$ cat config.mk
export PLATFORM = sky130hd
export DESIGN_NAME = data_buffer_reader_flat
export DESIGN_NICKNAME = d
export VERILOG_FILES = /design/src/rtl/tcp_buf_pkg.sv /design/src/rtl/data_buffer_reader_if.sv /design/src/rtl/stream_skid_buffer.sv /design/src/rtl/data_buffer_reader.sv /design/src/flat_wrapper.sv
export SDC_FILE = /design/constraint.sdc
export NUM_CORES = 1
export LEC_CHECK = 0
export CAP_MARGIN = 5
export CORE_MARGIN = 4
export CORE_UTILIZATION = 25
export DETAILED_ROUTE_END_ITERATION = 6
export REMOVE_ABC_BUFFERS = 1
export SETUP_SLACK_MARGIN = 0.1
export SYNTH_ARGS = -nofsm -noshare
export SYNTH_HDL_FRONTEND = slang
export SYNTH_HIERARCHICAL = 1
export SYNTH_SLANG_ARGS = --single-unit
$ cat constraint.sdc
create_clock -name clk -period 26 [get_ports clk]
set_input_delay 5.2 -clock clk [delete_from_list [all_inputs] [get_ports clk]]
set_output_delay 5.2 -clock clk [all_outputs]
set_load 0.005 [all_outputs]
$ cat src/rtl/tcp_buf_pkg.sv
// rtl/tcp_buf_pkg.sv - shared buffer defaults, address-width helper and reader FSM encoding
// Contents: MEM_DEPTH_DEF, DATA_BITS_DEF, SEG_WORDS_DEF, addr_width(), rd_state_t
package tcp_buf_pkg;

    localparam int MEM_DEPTH_DEF = 1024;
    localparam int DATA_BITS_DEF = 512;
    localparam int SEG_WORDS_DEF = 8;

    // Buffer address width; depth is a power of two so this is exact.
    function automatic int addr_width(input int depth);
        return (depth > 1) ? $clog2(depth) : 1;
    endfunction

    typedef enum logic [1:0] {
        ST_IDLE  = 2'd0,
        ST_FETCH = 2'd1,
        ST_DRAIN = 2'd2
    } rd_state_t;

endpackage

$ cat src/rtl/data_buffer_reader_if.sv
// rtl/data_buffer_reader_if.sv - segment output stream bundle
// Signals: m_valid, m_ready, m_data[data_bits], m_last (final word of a segment)
// Modports: master (reader side), slave (consumer side)
interface data_buffer_reader_if
    import tcp_buf_pkg::*;
#(
    parameter int data_bits = DATA_BITS_DEF
);
    logic                 m_valid;
    logic                 m_ready;
    logic [data_bits-1:0] m_data;
    logic                 m_last;

    modport master (
        output m_valid,
        output m_data,
        output m_last,
        input  m_ready
    );

    modport slave (
        input  m_valid,
        input  m_data,
        input  m_last,
        output m_ready
    );
endinterface

$ cat src/rtl/stream_skid_buffer.sv
// rtl/stream_skid_buffer.sv - 2-entry flow-through skid buffer for returned read data
// Ports: clk, resetn (async, active low), in_valid/in_data (word arriving this cycle),
//        out_valid/out_ready/out_data (downstream handshake), count (words held)
module stream_skid_buffer #(
    parameter int width = 8
) (
    input  logic             clk,
    input  logic             resetn,
    input  logic             in_valid,
    input  logic [width-1:0] in_data,
    output logic             out_valid,
    input  logic             out_ready,
    output logic [width-1:0] out_data,
    output logic [1:0]       count
);
    logic [width-1:0] slot [2];
    logic             head;
    logic [1:0]       cnt;
    logic             bypass;
    logic             push;
    logic             pop;

    assign count     = cnt;
    assign out_valid = (cnt != 2'd0) || in_valid;
    // Empty buffer presents the arriving word directly so the start latency stays
    // at one cycle after the read strobe; idle output is forced to zero.
    assign out_data  = (cnt != 2'd0) ? slot[head] : (in_valid ? in_data : '0);

    // Arriving word consumed in the same cycle never needs a slot.
    assign bypass = (cnt == 2'd0) && in_valid && out_ready;
    assign pop    = (cnt != 2'd0) && out_ready;
    // A full buffer can still accept when its head leaves this cycle; the freed
    // slot is exactly the tail position head ^ cnt[0].
    assign push   = in_valid && !bypass && ((cnt != 2'd2) || pop);

    always_ff @(posedge clk or negedge resetn) begin
        if (!resetn) begin
            head <= 1'b0;
            cnt  <= 2'd0;
        end else begin
            if (pop) begin
                head <= ~head;
            end
            cnt <= cnt + {1'b0, push} - {1'b0, pop};
        end
    end

    always_ff @(posedge clk) begin
        if (push) begin
            slot[head ^ cnt[0]] <= in_data;
        end
    end

endmodule

$ cat src/rtl/data_buffer_reader.sv
// rtl/data_buffer_reader.sv - reads buffered words in segments and streams them out
// Ports: clk, resetn (async, active low), wr_ptr (writer pointer + wrap bit), flush,
//        rd_en/rd_addr/rd_data (buffer read port, 1-cycle data latency),
//        rd_ptr (reader pointer + wrap bit), empty, m (segment stream master)
module data_buffer_reader
    import tcp_buf_pkg::*;
#(
    parameter int mem_depth = MEM_DEPTH_DEF,
    parameter int data_bits = DATA_BITS_DEF,
    parameter int seg_words = SEG_WORDS_DEF,
    localparam int addr_w   = addr_width(mem_depth)
) (
    input  logic                  clk,
    input  logic                  resetn,
    input  logic [addr_w:0]       wr_ptr,
    input  logic                  flush,
    output logic                  rd_en,
    output logic [addr_w-1:0]     rd_addr,
    input  logic [data_bits-1:0]  rd_data,
    output logic [addr_w:0]       rd_ptr,
    output logic                  empty,
    data_buffer_reader_if.master  m
);
    localparam int cnt_w = addr_w + 1;
    localparam logic [cnt_w-1:0] seg_words_c = cnt_w'(seg_words);

    rd_state_t        state;
    rd_state_t        state_nxt;
    logic [cnt_w-1:0] occupancy;
    logic [cnt_w-1:0] seg_len;
    logic [cnt_w-1:0] seg_len_nxt;
    logic [cnt_w-1:0] issued;
    logic             start_seg;
    logic             issue_last;
    logic             rd_en_q;
    logic             last_q;
    logic [1:0]       skid_count;
    logic             skid_pop;
    logic [2:0]       pending;
    logic [data_bits:0] skid_out;

    assign occupancy = wr_ptr - rd_ptr;
    assign empty     = (occupancy == '0);
    assign rd_addr   = rd_ptr[addr_w-1:0];

    assign skid_pop  = m.m_valid && m.m_ready;
    // Words that will still occupy the skid after this cycle: held plus arriving,
    // minus the one leaving. Netting the departure keeps 1 word/cycle with m_ready
    // high while never letting more than two words be owed to the skid.
    assign pending   = {1'b0, skid_count} + {2'b00, rd_en_q} - {2'b00, skid_pop};

    always_comb begin
        state_nxt   = state;
        start_seg   = 1'b0;
        rd_en       = 1'b0;
        issue_last  = 1'b0;
        seg_len_nxt = (occupancy >= seg_words_c) ? seg_words_c : occupancy;
        case (state)
            ST_IDLE: begin
                if ((occupancy >= seg_words_c) || (flush && !empty)) begin
                    start_seg = 1'b1;
                    state_nxt = ST_FETCH;
                end
            end
            ST_FETCH: begin
                if ((issued < seg_len) && (pending < 3'd2) && !empty) begin
                    rd_en      = 1'b1;
                    issue_last = (issued == (seg_len - cnt_w'(1)));
                    if (issue_last) begin
                        state_nxt = ST_DRAIN;
                    end
                end
            end
            ST_DRAIN: begin
                if (m.m_valid && m.m_ready && m.m_last) begin
                    state_nxt = ST_IDLE;
                end
            end
            default: state_nxt = ST_IDLE;
        endcase
    end

    always_ff @(posedge clk or negedge resetn) begin
        if (!resetn) begin
            state   <= ST_IDLE;
            rd_ptr  <= '0;
            seg_len <= '0;
            issued  <= '0;
            rd_en_q <= 1'b0;
            last_q  <= 1'b0;
        end else begin
            state   <= state_nxt;
            // rd_en_q gates capture of returning data, so a read issued before a
            // reset is never accepted afterwards.
            rd_en_q <= rd_en;
            last_q  <= issue_last;
            if (rd_en) begin
                rd_ptr <= rd_ptr + cnt_w'(1);
            end
            if (start_seg) begin
                seg_len <= seg_len_nxt;
                issued  <= '0;
            end else if (rd_en) begin
                issued <= issued + cnt_w'(1);
            end
        end
    end

    // The last-word tag travels with its data through the skid.
    stream_skid_buffer #(
        .width(data_bits + 1)
    ) u_skid (
        .clk      (clk),
        .resetn   (resetn),
        .in_valid (rd_en_q),
        .in_data  ({last_q, rd_data}),
        .out_valid(m.m_valid),
        .out_ready(m.m_ready),
        .out_data (skid_out),
        .count    (skid_count)
    );

    assign m.m_last = skid_out[data_bits];
    assign m.m_data = skid_out[data_bits-1:0];

endmodule

$ cat src/flat_wrapper.sv
// flat-port wrapper written by rule: the top's interface ports become plain ports
module data_buffer_reader_flat import tcp_buf_pkg::*;
#(
    parameter int mem_depth = MEM_DEPTH_DEF,
    parameter int data_bits = DATA_BITS_DEF,
    parameter int seg_words = SEG_WORDS_DEF,
    localparam int addr_w   = addr_width(mem_depth)
)
  (clk, resetn, wr_ptr, flush, rd_en, rd_addr, rd_data, rd_ptr, empty, m_m_valid, m_m_data, m_m_last, m_m_ready);
  data_buffer_reader_if #(.data_bits(data_bits)) m_i ();
  input  logic clk;
  input  logic resetn;
  input  logic [addr_w:0] wr_ptr;
  input  logic flush;
  output logic rd_en;
  output logic [addr_w-1:0] rd_addr;
  input  logic [data_bits-1:0] rd_data;
  output logic [addr_w:0] rd_ptr;
  output logic empty;
  output wire logic [$bits(m_i.m_valid)-1:0] m_m_valid;
  output wire logic [$bits(m_i.m_data)-1:0] m_m_data;
  output wire logic [$bits(m_i.m_last)-1:0] m_m_last;
  input wire logic [$bits(m_i.m_ready)-1:0] m_m_ready;
  assign m_m_valid = m_i.m_valid;
  assign m_m_data = m_i.m_data;
  assign m_m_last = m_i.m_last;
  assign m_i.m_ready = m_m_ready;
  data_buffer_reader #(.mem_depth(mem_depth), .data_bits(data_bits), .seg_words(seg_words)) u_core (.clk(clk), .resetn(resetn), .wr_ptr(wr_ptr), .flush(flush), .rd_en(rd_en), .rd_addr(rd_addr), .rd_data(rd_data), .rd_ptr(rd_ptr), .empty(empty), .m(m_i));
endmodule
### Word level (Yosys, flattened, before mapping)

Memory sizes are Yosys's and may differ from the RTL's.
Cells that the tools add are included.

* register bits: 40
* RAM bits: 1026
* input port bits: 527
* output and inout port bits: 537
* logic and storage cells: 69
* memories: 1

Memories
* u_core.u_skid.slot: words 2, bits a word 513, read ports 1, clocked after memory_dff 0, write ports 1, RTL line stream_skid_buffer.sv:16 `logic [width-1:0] slot [2];`

* $add $sub $neg: 8
* order comparisons: 3
* equal/unequal tests: 8
* multiplexer cells: 18
* bitwise logic cells: 2
* reductions and logical operators: 21

Operators by type and width (number)
* 513-bit two-way mux: 2
* 11-bit two-way mux: 3
* 11-bit by 1-bit adder with 11-bit output, second input constant: 2
* 11-bit equality test: 1
* 11-bit by 4-bit >= comparator with 1-bit output, second input constant: 1
* 11-bit logical NOT: 1
* 11-bit < comparator: 1
* 11-bit by 1-bit subtractor with 11-bit output, second input constant: 1
* 11-bit subtractor: 1
* 1-bit logical AND: 10
* 1-bit two-way mux: 8
* 2-bit two-way mux: 4
* 2-bit by 1-bit != test with 1-bit output, second input constant: 4
* 2-bit case mux with 3 select lines: 1
* 2-bit logical NOT: 2
* 4-bit AND reduction: 1
* 2-bit nonzero test: 2
* 2-bit by 1-bit adder with 3-bit output: 1
* 1-bit logical OR: 3
* 3-bit by 2-bit < comparator with 1-bit output, second input constant: 1
* 3-bit by 1-bit subtractor with 3-bit output: 1
* 2-bit by 1-bit adder with 2-bit output: 1
* 2-bit by 1-bit equality test with 1-bit output, second input constant: 1
* 2-bit equality test, second input constant: 1
* 5 further kinds: 6

### Longest topological paths before layout

Gate-level depths: netlist of run 1.

* depth in word-level cells: 11
* depth in mapped cells: 15

### Hierarchy

Netlist of run 1, hierarchy kept.

By module, submodules not included
* stream_skid_buffer: times used 1, cells each 2873, area an instance 44112.3 sq um, sequential area each 30884.6 sq um
* data_buffer_reader: times used 1, cells each 329, area an instance 2946.6 sq um, sequential area each 925.9 sq um

### Worst setup path before layout of run 1

OpenSTA, ideal clock, no wires.

* path kind: input to register
* from: input m_m_ready
* to: memory u_core/u_skid/slot[0][0] in the netlist's numbering, enable pin
* setup time: 866 ps
* arrival time: 15501 ps
* slack: 9633 ps
* cell stages on the path: 2
* path buffers: 0
* path through: xnor2_1 -> o211a_1

* longest elaborated chain between the ends: 6
* elaborated cells between the ends (all ways): 8
* those cells by class: mux: 2; reduce/logical: 6

RTL lines
* start: declaration: RTL line flat_wrapper.sv:23 `input wire logic [$bits(m_i.m_ready)-1:0] m_m_ready;`
* 1-bit logical AND: RTL line stream_skid_buffer.sv:30 `assign bypass = (cnt == 2'd0) && in_valid && out_ready;`
* 1-bit logical NOT: RTL line stream_skid_buffer.sv:34 `assign push = in_valid && !bypass && ((cnt != 2'd2) || pop);`
* 1-bit logical AND: RTL line stream_skid_buffer.sv:34
* 1-bit logical AND *: RTL line stream_skid_buffer.sv:34
* 1-bit two-way mux *: RTL line stream_skid_buffer.sv:49 `if (push) begin`
* 1-bit two-way mux (not written as such) *: RTL line stream_skid_buffer.sv:50 `slot[head ^ cnt[0]] <= in_data;`
* end: declaration: RTL line stream_skid_buffer.sv:16

Mark *: on every way between the ends. The rest lies on a longest branch, timed or not.

### Worst setup path in the final report of run 1

* from: input wr_ptr[2]
* to: output rd_en

* longest elaborated chain between the ends: 6

RTL lines
* start: declaration: RTL line flat_wrapper.sv:13 `input logic [addr_w:0] wr_ptr;`
* 11-bit subtractor: RTL line data_buffer_reader.sv:42 `assign occupancy = wr_ptr - rd_ptr;`
* 11-bit logical NOT: RTL line data_buffer_reader.sv:43 `assign empty = (occupancy == '0);`
* 1-bit logical NOT: RTL line data_buffer_reader.sv:66 `if ((issued < seg_len) && (pending < 3'd2) && !empty) begin`
* 1-bit logical AND: RTL line data_buffer_reader.sv:66
* 1-bit two-way mux: RTL line data_buffer_reader.sv:66
* 1-bit two-way mux: RTL line data_buffer_reader.sv:58 `case (state)`
* end: declaration: RTL line flat_wrapper.sv:15 `output logic rd_en;`

Every way passes these cells.

==> flow_summary.yaml, run 1 <==
status:
  outcome: "completed"
worst_setup_path:
  rr_worst_depth: 7
  cp.required_ps: 20800
  cp.arrival_ps: 8410
  cp_slowest_cell: "clkdlybuf4s50_1"
  cp.depth: 10
  worstPathMaxFanout: 15
  crit_path_start_kind: "input pin"
  crit_top_cell: "clkdlybuf4s50_1"
  critPathKind: "in2out"
  path_cells: "clkdlybuf4s50_1 -> ha_1 -> nor2b_4 -> o2111a_1 -> or3_1 -> a21o_1 -> a21oi_1 -> a21o_4 -> inv_2 -> clkdlybuf4s50_1"
  path_buf_inv: 3
  cpPeakStageDelay_ps: 520
  setup.worst_path.end_class: "output port"
  crit_family: "compound AO/OA/AOI/OAI gates"
logic_synthesis:
  synth-seq-cells: 1066
  syn_inst: 3202
  yosys_warnings: 6
  seq_area_frac_synth_pct: 67.6
  synth_top_family_by_area: "compound AO/OA/AOI/OAI gates"
  synth_flop_cell: "edfxtp_1"
  synth_edf_count: 1026
  synth_fa_ha_area_share_pct: 0.803
  syn_area_per_cell_um2: 14.7
  async_reset_ff_share_pct: 3.75
  synthMuxAreaShare_pct: 11.0
  yosys.area_share.simple_pct: 1.30
  synth_compound_area_share_pct: 14.9
  synth_xor_area_share_pct: 0.651
  syn_area_um2: 47100
  ys_types: 63
clock_network:
  cts-buffers-inserted: 120
  h-tree-depth: 3
  cts_resized: 0
  post_cts_buffers: 0
  cts_root_buf: "clkbuf_16"
  cts_sinks: 1066
  clk_latency_ps: 750
  cts_buffer_depth: 3
  holdBufCountCts: 0
  cts_tree: "done"
  clkTransAtPathRegs_ps: 60
power:
  power_density_nw_per_um2: 123
  p_leak_nw: 21.1
  p_comb_share_pct: 49.4
  p_int_mw: 4.87
  p_seq_share_pct: 30.6
  switchingPower_mw: 2.94
  clkPwrFrac_pct: 20.0
  ir_drop_mv: 0.0954
  total_power_mw: 7.82
  switching_share_pct: 37.7
placement:
  portBuffers: 1063
  dp_hpwl_um: 104000
  gp_congestion: 0.869
  place_ws_ps: 12390
job:
  maxCapViolCount: 0
route:
  dr.pass1.iters: 5
  vias: 32000
  routedWlPerCell_um: 23.9
  drc: 0
  drt_iter0_drc: 2187
  routed_via_density: 4.76
  routed_wirelength_um: 161000
  ant_nets: 0
cells_and_area:
  multiInputGateArea_um2: 13500
  seqCellArea_um2: 31800
  layout_common_cells: "1062 x clkdlybuf4s50_1, 1026 x edfxtp_1, 518 x a21oi_1, 516 x a211oi_1, 516 x mux2i_1"
  fin_util_pct: 34.0
  final_common_cell: "clkdlybuf4s50_1"
  fin_nets: 4690
  drive_above_1_share_pct: 5.65
  area_delta_synth_final_pct: 34.5
  fill_cells: 18200
timing:
  report.final.slew_viol_count: 0
  worst_slack_ps: 12390
  min_period_ps: 13610
  hold_viol: 0
  fmax_ghz: 0.0735
  setup_violations: 0
  rsz0062_at_grt: "no"
  slew_headroom_pct: 18.4
  fin_crit_sh_pct: 52.4
  worst_pin_slew_ps: 1220
  skew_ps: 56.4
global_route:
  grt_use_met2_pct: 26.2
  grt_use_total_pct: 15.5
  use_met3_pct: 4.05
  antenna_found_initial: 33
  grt.busiest_layer: "met2"
  grt_max_degree: 172
  first_global_vias: 31900
  grt_overflow: 0
  grt_pass1_wl_um: 230000
  use_met1_pct: 19.4
floorplan:
  die-area_um2: 195000
  die_y_um: 442
  num_io_pins: 1064
  num_rows: 158
  die_w_um: 442
  coreArea_um2: 186000
  start_util_pct: 25.3
worst_hold_path:
  hold-path-cell-count: 0
  hp-class: "reg2reg"
cells in the mapped netlist (23+ instances only):
master / number / share of area [%]
edfxtp_1: 1026 / 65
xnor2_1: 28 / 0.52
buf_2: 112 / 1.2
ha_1: 27 / 0.72
mux2i_1: 516 / 11
dfrtp_1: 40 / 2.1
inv_1: 36 / 0.29
clkbuf_1: 114 / 0.91
buf_4: 42 / 0.67
a21oi_1: 518 / 5.5
a211oi_1: 516 / 8.2
nand2_1: 23 / 0.18
registers in the layout (all words and copies together) (netlist names):
signal,count
u_core/u_skid/count,2
u_core/last_q,1
u_core/state,2
u_core/seg_len,11
u_core/u_skid/head,1
u_core/rd_ptr,11
u_core/issued,11
u_core/u_skid/slot,1026
u_core/rd_en_q,1
power groups by stage:
stage               clock network (mW)  registers, mW  logic (mW)
global route                      1.69           2.42        4.09
CTS                               1.62           2.40        3.91
floorplan                            0           2.88        2.30
finish                            1.56           2.40        3.86
detailed placement                   0           2.43        3.89
global placement                     0           2.42        3.89
per-stage QoR:
| step | hold slack [ps] | instance area, um^2 | setup TNS [ps] | std cells |
|---|---|---|---|---|
| global placement | 448 | 59700 | 0 | 6492 |
| detailed placement | 463 | 59700 | 0 | 6492 |
| CTS | 472 | 63300 | 0 | 6709 |
| floorplan | 443 | 45400 | -613460 | 2897 |
| global route | 483 | 63300 | 0 | 6719 |
| finish | 469 | 63300 | 0 | 6730 |
kinds of logic after synthesis:
group                    Yosys count
buffers and inverters            342
AND/OR/NAND/NOR                  113
XOR/XNOR                          35
multiplexers                     516
AO/OA/AOI/OAI                   1101
adder cells (fa/ha/maj)           29
flip-flops                      1066
metal layers:
metal  vias to the layer above  share of wire [%]
met5                         -              0.074
met4                        20                3.4
li1                      14700                  -
met2                       990                 49
met3                       238                5.9
met1                     16000                 41
final cells by class:
class                           instances  area share [%]
Clock buffer                          150            4.92
Sequential cell                      1066            50.3
Clock inverter                         67           0.751
Tap cell                             2480            4.90
Inverter                               37           0.219
Antenna cell                           21          0.0830
Timing Repair Buffer                 1115            17.5
Multi-Input combinational cell       1794            21.3
path summary, 6_finish.rpt:
path	startpoint	end	slack, ps
max in group asynchronous	resetn	u_core/u_skid/count[1]	20680
setup / recovery	wr_ptr[2]	rd_en	12390
setup reg to reg	u_core/u_skid/count[1]	u_core/u_skid/slot[0][509]	19750
hold reg to reg	u_core/last_q	u_core/u_skid/slot[0][512]	470
min in group asynchronous	resetn	u_core/rd_ptr[4]	4610
hold / removal	u_core/last_q	u_core/u_skid/slot[0][512]	470
(Power assumes the default switching activity.)
==> inputs of run 2 (changes only) <==
==> constraint.sdc (replaced) <==
create_clock -name clk -period 12.7 [get_ports clk]
set_input_delay 2.54 -clock clk [delete_from_list [all_inputs] [get_ports clk]]
set_output_delay 2.54 -clock clk [all_outputs]
set_load 0.005 [all_outputs]
==> run 2 against run 1 <==
The run now ends with design-rule violations left. Count of clock-buffer cells in the layout shrank 6. Die area stayed put. Critical path depth rose by 2. Critical path type unchanged. Sequential power grew 100%. Worst hold slack better by 18 ps. Non-clock buffer count shrank 7. Worst setup slack worse by 8000 ps. Register-to-register slack worse by 11000 ps.
==> flow_summary.yaml, run 2 (synthesized netlist as in run 1, its figures left out) <==
status:
  outcome: "finished, violations left"
  violations: "design-rule violations"
worst_setup_path:
  rr_worst_depth: 8
  cpPeakStageDelay_ps: 550
  rrSetupSlack_ps: 8360
  cp_slowest_cell: "nor4_4"
  critPathCapture: "empty"
  crit_top_cell: "clkdlybuf4s50_1"
  worstPathMaxFanout: 8
  crit_start: "wr_ptr[0]"
  r2r_start: "u_core/u_skid/count[1]"
  critPathKind: "in2out"
  crit_path_start_kind: "input pin"
  setup.worst_path.end_class: "output port"
  cp.required_ps: 10160
  reg2reg_to: "u_core/issued[7]"
  cp.arrival_ps: 5760
  path_cells: "clkdlybuf4s50_1 -> inv_1 -> ha_1 -> fa_1 -> nor2b_4 -> o21ai_0 -> a21oi_1 -> o22ai_1 -> nor4_4 -> nand2_1 -> nor2_1 -> clkdlybuf4s50_1"
cells_and_area:
  drive_above_1_share_pct: 5.72
  final_common_cell: "clkdlybuf4s50_1"
  fin_cells: 6738
  largest_reg_flops: 1026
  fin_nets: 4682
  area_delta_synth_final_pct: 35.2
  layout_common_cells: "1062 x clkdlybuf4s50_1, 1026 x edfxtp_1, 518 x a21oi_1, 516 x a211oi_1, 516 x mux2i_1"
  fill_cells: 18100
timing:
  worst_pin_slew_ps: 1110
  rsz0062_at_grt: "no"
  fin_crit_sh_pct: 65.3
  report.final.slew_viol_count: 0
  setup_violations: 0
  fmax_ghz: 0.121
  min_period_ps: 8300
  skew_ps: 39.3
  hold_viol: 0
  setup_tns_ps: 0
  hold_slack_ps: 486
  slew_headroom_pct: 25.8
global_route:
  grt_pass1_wl_um: 231000
  grt_use_total_pct: 15.5
  first_global_vias: 31900
  grt_overflow: 0
  grt_max_degree: 169
  antenna_found_initial: 42
power:
  p_leak_nw: 21.2
  ir_drop_mv: 0.226
  power_density_nw_per_um2: 255
clock_network:
  cts_sinks: 1066
  h-tree-depth: 3
  holdBufCountCts: 0
  cts_root_buf: "clkbuf_16"
  clk_latency_ps: 740
  clkTransAtPathRegs_ps: 60
  cts_resized: 0
  cts-buffers-inserted: 119
  cts_buffer_depth: 3
  post_cts_buffers: 0
  cts_tree: "done"
floorplan:
  die_y_um: 442
  num_rows: 158
  coreArea_um2: 186000
  num_io_pins: 1064
  die_w_um: 442
  start_util_pct: 25.3
  die-area_um2: 195000
route:
  routed_via_density: 4.75
  routed_wirelength_um: 161000
  drt_iter0_drc: 2247
  vias: 32000
  drc: 3
  ant_nets: 0
  routedWlPerCell_um: 23.9
  dr.pass1.iters: 7
placement:
  portBuffers: 1063
  place_inst: 6485
  dp_hpwl_um: 104000
  gp_congestion: 0.866
worst_hold_path:
  hp-class: "reg2reg"
  min_from: "u_core/last_q"
job:
  maxCapViolCount: 0
run 2: changes by cell type in the layout (fill, tap and decap cells not counted), moves of 3 or more:
cell / change
bufinv_16: +8
diode_2: +7
buf_12: +9
clkinv_1: +3
buf_4: -16
clkbuf_1: -5
run 2: area by class of cell:
class                      instances  area [um^2]  share of cell area (%)
antenna                           28         70.1                   0.110
clock buffer                     144         3070                    4.83
clock inverter                    81          754                    1.19
inverter                          37          139                   0.218
multi-input combinational       1794        13500                    21.2
sequential                      1066        31800                    50.0
tap                             2480         3100                    4.88
timing repair buffer            1108        11200                    17.5
run 2: how the worst min path moves through the flow:
stage                                             to  cells past startpoint
after CTS                 u_core/u_skid/slot[0][512]                      0
after floorplan           u_core/u_skid/slot[0][512]                      0
after global placement    u_core/u_skid/slot[1][512]                      0
final                     u_core/u_skid/slot[1][512]                      0
after detailed placement  u_core/u_skid/slot[1][512]                      0
after global routing      u_core/u_skid/slot[0][512]                      0
run 2: metrics by stage:
| stage | cell area, um^2 | setup WS (ps) | util [%] | total power [mW] |
|---|---|---|---|---|
| after floorplan | 45400 | -14100 | - | 10.0 |
| after global placement | 59700 | 4480 | 32.1 | 12.9 |
| after detailed placement | 59700 | 4430 | 32.1 | 12.9 |
| after CTS | 63600 | 4390 | 34.1 | 16.4 |
| after global routing | 63600 | 4130 | 34.2 | 17.0 |
| final | 63600 | 4400 | 34.2 | 16.2 |
run 2: metal layers:
| layer | track usage [%] | vias to the layer above | share of wire, % |
|---|---|---|---|
| li1 | - | 14700 | - |
| met1 | 19.7 | 16000 | 42 |
| met2 | 25.6 | 982 | 49 |
| met3 | 4.10 | 239 | 6.1 |
| met4 | 5.60 | 10 | 3.5 |
| met5 | 0 | - | 0.034 |
run 2: critical path, delay by kind of cell:
family                     cells  cell delay [ps]
and+or+nand+nor                4             1100
AOI/OAI and AO/OA              3              410
buffers and inverters          3             1050
adders and majority gates      2              660
run 2: report_power, final:
| part | internal, mW | switching (mW) | total, mW |
|---|---|---|---|
| sequential | 4.61 | 0.260 | 4.87 |
| clock | 1.91 | 1.47 | 3.38 |
| combinational | 3.63 | 4.31 | 7.94 |
